--- src/rtl/simon_input_ctrl.sv ---
// Key-entry front end for the Simon game: arms on request, debounces one key press
// and its release, echoes the held key on the lamps and reports it over valid/ready.
module simon_input_ctrl #(
  parameter int DEBOUNCE_CYCLES = 500000,
  parameter int TIMEOUT_CYCLES  = 150000000
) (
  input  logic       clk,
  input  logic       reset_n,
  input  logic [3:0] pressed,
  input  logic       arm,
  output logic       event_valid,
  output logic [1:0] event_button,
  input  logic       event_ready,
  output logic       timeout,
  output logic [3:0] lamp,
  output logic       busy
);

  localparam int DW = $clog2(DEBOUNCE_CYCLES + 1);
  localparam int TW = $clog2(TIMEOUT_CYCLES + 1);

  localparam logic [DW-1:0] DEB_LAST = DW'(DEBOUNCE_CYCLES - 1);
  localparam logic [DW-1:0] DEB_MAX  = DW'(DEBOUNCE_CYCLES);
  localparam logic [DW-1:0] DEB_ONE  = DW'(1);
  localparam logic [TW-1:0] TO_LAST  = TW'(TIMEOUT_CYCLES - 1);
  localparam logic [TW-1:0] TO_MAX   = TW'(TIMEOUT_CYCLES);
  localparam logic [TW-1:0] TO_ONE   = TW'(1);

  typedef enum logic [2:0] {
    IDLE,
    WAIT_RELEASE,
    WAIT_PRESS,
    DEBOUNCE_PRESS,
    WAIT_UP,
    REPORT
  } state_t;

  state_t        state_reg, state_next;
  logic [DW-1:0] deb_cnt_reg, deb_cnt_next;
  logic [TW-1:0] to_cnt_reg, to_cnt_next;
  logic [3:0]    code_reg, code_next;

  logic          any_key;
  logic          one_hot;
  logic [DW-1:0] deb_inc;
  logic [TW-1:0] to_inc;
  logic [1:0]    code_index;

  assign any_key = |pressed;
  assign one_hot = any_key && ((pressed & (pressed - 4'd1)) == 4'd0);

  // Saturating increments: neither counter may wrap back to zero.
  assign deb_inc = (deb_cnt_reg >= DEB_MAX) ? deb_cnt_reg : deb_cnt_reg + DEB_ONE;
  assign to_inc  = (to_cnt_reg >= TO_MAX) ? to_cnt_reg : to_cnt_reg + TO_ONE;

  assign code_index = {code_reg[2] | code_reg[3], code_reg[1] | code_reg[3]};

  always_ff @(posedge clk or negedge reset_n) begin
    if (!reset_n) begin
      state_reg   <= IDLE;
      deb_cnt_reg <= '0;
      to_cnt_reg  <= '0;
      code_reg    <= '0;
    end else begin
      state_reg   <= state_next;
      deb_cnt_reg <= deb_cnt_next;
      to_cnt_reg  <= to_cnt_next;
      code_reg    <= code_next;
    end
  end

  always_comb begin
    state_next   = state_reg;
    deb_cnt_next = deb_cnt_reg;
    to_cnt_next  = to_cnt_reg;
    code_next    = code_reg;
    timeout      = 1'b0;
    event_valid  = 1'b0;
    event_button = 2'd0;
    lamp         = 4'd0;
    busy         = (state_reg != IDLE);

    case (state_reg)
      IDLE: begin
        if (arm) begin
          if (any_key) begin
            state_next   = WAIT_RELEASE;
            deb_cnt_next = '0;
          end else begin
            state_next  = WAIT_PRESS;
            to_cnt_next = '0;
          end
        end
      end

      WAIT_RELEASE: begin
        if (any_key) begin
          deb_cnt_next = '0;
        end else if (deb_cnt_reg >= DEB_LAST) begin
          state_next   = WAIT_PRESS;
          deb_cnt_next = '0;
          to_cnt_next  = '0;
        end else begin
          deb_cnt_next = deb_inc;
        end
      end

      WAIT_PRESS: begin
        to_cnt_next = to_inc;
        // A clean press takes priority over expiry on the same cycle.
        if (one_hot) begin
          code_next = pressed;
          if (DEBOUNCE_CYCLES == 1) begin
            state_next   = WAIT_UP;
            deb_cnt_next = '0;
          end else begin
            state_next   = DEBOUNCE_PRESS;
            deb_cnt_next = DEB_ONE;
          end
        end else if (to_cnt_reg >= TO_LAST) begin
          timeout    = 1'b1;
          state_next = IDLE;
        end
      end

      DEBOUNCE_PRESS: begin
        // to_cnt is frozen here so a bouncing key cannot stretch the time limit.
        if (pressed == code_reg) begin
          if (deb_cnt_reg >= DEB_LAST) begin
            state_next   = WAIT_UP;
            deb_cnt_next = '0;
          end else begin
            deb_cnt_next = deb_inc;
          end
        end else begin
          state_next = WAIT_PRESS;
        end
      end

      WAIT_UP: begin
        lamp = code_reg;
        if (any_key) begin
          deb_cnt_next = '0;
        end else if (deb_cnt_reg >= DEB_LAST) begin
          state_next   = REPORT;
          deb_cnt_next = '0;
        end else begin
          deb_cnt_next = deb_inc;
        end
      end

      REPORT: begin
        event_valid  = 1'b1;
        event_button = code_index;
        if (event_ready) begin
          state_next = IDLE;
        end
      end

      default: begin
        state_next = IDLE;
      end
    endcase
  end

endmodule

--- config.mk ---
export PLATFORM = sky130hd
export DESIGN_NAME = simon_input_ctrl
export DESIGN_NICKNAME = d
export VERILOG_FILES = /design/src/rtl/simon_input_ctrl.sv
export SDC_FILE = /design/constraint.sdc
export NUM_CORES = 1
export LEC_CHECK = 0
export BUFFER_PORTS_ARGS = -buffer_cell sky130_fd_sc_hd__clkbuf_2
export CORE_AREA = 3 3 88 90
export DETAILED_ROUTE_END_ITERATION = 8
export DIE_AREA = 0 0 91 93
export HOLD_SLACK_MARGIN = 0.05
export PLACE_DENSITY_LB_ADDON = 0.2
export SLEW_MARGIN = 25
export SYNTH_ARGS = -nofsm -noshare
export SYNTH_HDL_FRONTEND = slang
export SYNTH_SLANG_ARGS = --single-unit
--- constraint.sdc ---
create_clock -name clk -period 6.1 [get_ports clk]
set_input_delay 0.61 -clock clk [delete_from_list [all_inputs] [get_ports clk]]
set_output_delay 0.61 -clock clk [all_outputs]
set_load 0.02 [all_outputs]
==> metrics list <==
- Setup repair after global routing missed its margin: no
- The most used flip-flop cell after synthesis is dfrtp_1.
- Clock share of power: 21.4%
- Post-route DRC violation count: 0
- FF-to-FF Start: deb_cnt_reg[5]
* CORE AREA: 7137 µm²
- Of the synthesized area, sequential elements account for 37.75%.
- Largest fanout on the critical path: 19
- For the finished layout, the period the worst path requires is 3.058 ns.
- Type of the setup path with the least slack: flip-flop to flip-flop
* DIE AREA: 8463 µm²
- After synthesis, the largest area contributor takes up 37.75% of total cell area.
- Dividing the detail-routed wire length by the instance count gives 15.97 µm.
- The worst setup path is launched from a flip-flop.
- Counting flops with a built-in enable in the synthesized netlist gives 0.
* Setup repair bufs after CTS: 0
* Worst setup slack for register-to-register paths: 3.04 ns
- Post-Route Skew: 0.01277 ns
- The floorplan step set the die height to 93 µm.
* Clock tree buffer depth: 2
- Synth Instances: 417
- The via count of the first global-routing pass came to 2946.
* Cell count after placement: 503
- Setup violations remaining at the end of the flow were counted as 0.
* Maximum number of pins on one net before global-route repair: 55
* Max Cap Violations: 0
* Number of vias after detailed routing: 3129
* Avg Inst Size Synth: 8.584 µm²
- Number of top-level pins: 17
- RePlAce Congestion: 0.8253
- Remaining global-route overflow: 0
* Net count after synthesis: 429
* Die X: 91 µm
* Quantity of I/O buffers inserted on ports: 16
* Detailed-route vias per instance: 6.123
- Buf+Inv Stages, Crit Path: 0
* Data required time of the critical path: 6.27 ns
- Worst-case vdd ir drop: 245.6 µV
* Diodes inserted: 0
* Post-route non-filler standard cell count: 511
* Number of synthesized register bits: 54
* Pins Over Slew Limit: 0
* Fillers: 706
* Number of flip-flops in the largest register: 28
* Clock H-tree levels: 2
* Number of sinks handled by clock tree synthesis: 54
- For this run, the detailed router's first-pass iteration total came to 5.
- Fraction of registers with async set or reset after synthesis: 100.0%
* PwrDens: 305.6 nW/µm²
- In this run the clock root is driven by a clkbuf_8.
- Net switching is 42.40% of the power.
- Yosys cell types: 59
- Grouping stages by cell kind, the critical path spends the most delay in simple AND/OR/NAND/NOR gates.
- Number of buffers added to fix hold violations after cts: 0
- Clk_lat worst skew: 0.32 ns
- Global router's overall resource usage: 19.75%
* Share of final-layout standard cells stronger than drive strength 1: 9.951%
- Hold Vio Cnt, Final: 0
- The worst register-to-register path ends at to_cnt_reg[10].
- Number of antenna violations at the first check in global routing: 0
- Combinational cells account for 38.2% of the total power.
* Share of the clock period used by the worst path: 50.12%
- Total wire length after detailed routing: 8159 µm
* Tightest Hold Check Type: input pin to asynchronous set/reset pin
* Sequential group share of total power: 40.4%
* Clock-pin slew on the worst setup and hold paths: 0.11 ns
- The run finished with clean final reports.
- TritonCTS built the clock tree.
* Switching Power: 0.0004883 W
- Sort of element at the end of the critical path: flip-flop
* Synthesis warning total: 0
* Wire length of the first global-routing pass: 13970 µm
- The HPWL after detailed placement is 5586 µm.
* Delay of the slowest critical-path stage: 0.70 ns
- Leading post-synthesis cells by cell area: dfrtp_1 38%, a21oi_1 4.1%, nand4_1 3.5%, xnor2_1 3.4%, nor2_1 3.4%
* Post-DRT Antenna Nets: 0
- Length in cells of the worst reg-to-reg path: 6
- The largest total area in the synthesized netlist belongs to dfrtp_1.
* Critical path data arrival time: 3.23 ns
- For the pin with the worst max-slew slack, the measured transition is 0.7905 ns.
- Number of CTS-inserted buffers: 5
* Tot Pwr: 0.001152 W
- Nets: 423
- Derived from the worst setup path, the maximum achievable clock frequency is 0.3271 GHz.
- The critical path goes through or3_1 -> nor4_1 -> or4b_1 -> and3_1 -> nor2_2 -> a21oi_1.
* Cell types with the highest counts after synthesis: 54 x dfrtp_1, 32 x nor2_1, 29 x a21oi_1
- After clock tree synthesis, the repair step resized 0 gates.
- Slew margin rel.: 47.24%
* Synth-to-Final Area Change: 5.278%
- For the final routed database, the setup TNS stands at 0 ns.
* Leakage power of the design: 1.451 nW
* Total standard cell area after synthesis: 3580 µm²
- For this configuration, the core starts out at a cell density of 50.16%.
* Cell Rows: 31
- The slowest stage of the critical path belongs to the cell nor2_2.
* Internal power: 0.0006633 W
- DRT iter0 DRCs: 165
- Most frequently used cell type in the post-synthesis netlist: dfrtp_1
placed cells by master (no fill, tap or decap), types with 3 or more instances in the layout:
cell      count
o21a_1        3
o211ai_1      3
mux2_2        9
nand3b_1      3
or3_1        18
xnor2_1      14
o21bai_1      7
nor4_1       12
nor3_1        9
o21ai_0      21
clkbuf_8      5
and2_1        5
mux2i_1       7
nor2_1       32
nor2b_1       5
a31oi_1       3
nand4_1      20
a21oi_1      29
clkbuf_2     16
nand3_1      19
or4_1        12
dfrtp_1      54
ha_1          4
o31ai_1       9
and3_1       14
nand2_1      23
inv_1        11
how the worst max path moves through the flow:
stage,start,depth (start not counted),slack (ns),to
6_report,deb_cnt_reg[5],6,3.04,to_cnt_reg[10]
5_1_grt,deb_cnt_reg[0],7,2.80,to_cnt_reg[27]
4_1_cts,deb_cnt_reg[5],6,2.89,to_cnt_reg[18]
3_5_place_dp,deb_cnt_reg[5],6,2.91,to_cnt_reg[18]
3_3_place_gp,pressed[0],7,2.91,to_cnt_reg[26]
2_1_floorplan,deb_cnt_reg[5],8,3.48,to_cnt_reg[24]
cells by family (layout without fill, tap and decap cells):
kind of cell	Yosys count	count (layout)	synth area share, %
AOI/OAI and AO/OA	100	100	18.35
DFF	54	54	37.75
muxes	16	16	4.789
adders and majority gates	4	4	1.398
buffers and inverters	41	36	4.859
and+or+nand+nor	186	186	28.94
xor gates and xnor gates	16	16	3.915
per-layer routing:
| layer | part of all wire (%) | wire length [µm] | GRT usage, % |
|---|---|---|---|
| met3 | 3.4 | 278 | 2.574 |
| met1 | 46 | 3781 | 27.27 |
| met4 | 0.56 | 46 | 4.899 |
| met5 | 0 | 0 | 0 |
| met2 | 50 | 4052 | 33.05 |
power by group through the flow:
stage / clock, W / sequential, W / combinational [W]
2_1_floorplan: 0 / 0.000434 / 0.000397
3_3_place_gp: 0 / 0.000469 / 0.000439
3_5_place_dp: 0 / 0.000470 / 0.000442
4_1_cts: 0.000253 / 0.000463 / 0.000444
5_1_grt: 0.000264 / 0.000475 / 0.000496
6_report: 0.000247 / 0.000465 / 0.000440
cell type report:
cell class	count	area, µm²	area share, %
sequential	54	1351	35.86
timing repair buffer	17	87.58	2.324
multi-input combinational	322	2054	54.52
inverter	11	41.29	1.096
clock inverter	2	37.54	0.9960
clock buffer	6	72.57	1.926
tap	99	123.9	3.287
worst reg2reg max path: cells and delay by family (launching register included):
kind | cells | cell delay [ns]
DFF | 1 | 0.45
AOI/OAI and AO/OA | 1 | 0.11
and+or+nand+nor | 5 | 2.36
metrics by stage:
stage / worst slack (ns) / hold WS, ns / util (%) / instance area [µm²]
2_1_floorplan: 3.476 / 0.3144 / - / 3580
3_3_place_gp: 2.913 / 0.5048 / 51.26 / 3659
3_5_place_dp: 2.909 / 0.5122 / 51.26 / 3659
4_1_cts: 2.886 / 0.4475 / 52.81 / 3769
5_1_grt: 2.799 / 0.4785 / 52.81 / 3769
6_report: 3.042 / 0.4187 / 52.81 / 3769
(Power assumes the default switching activity.)
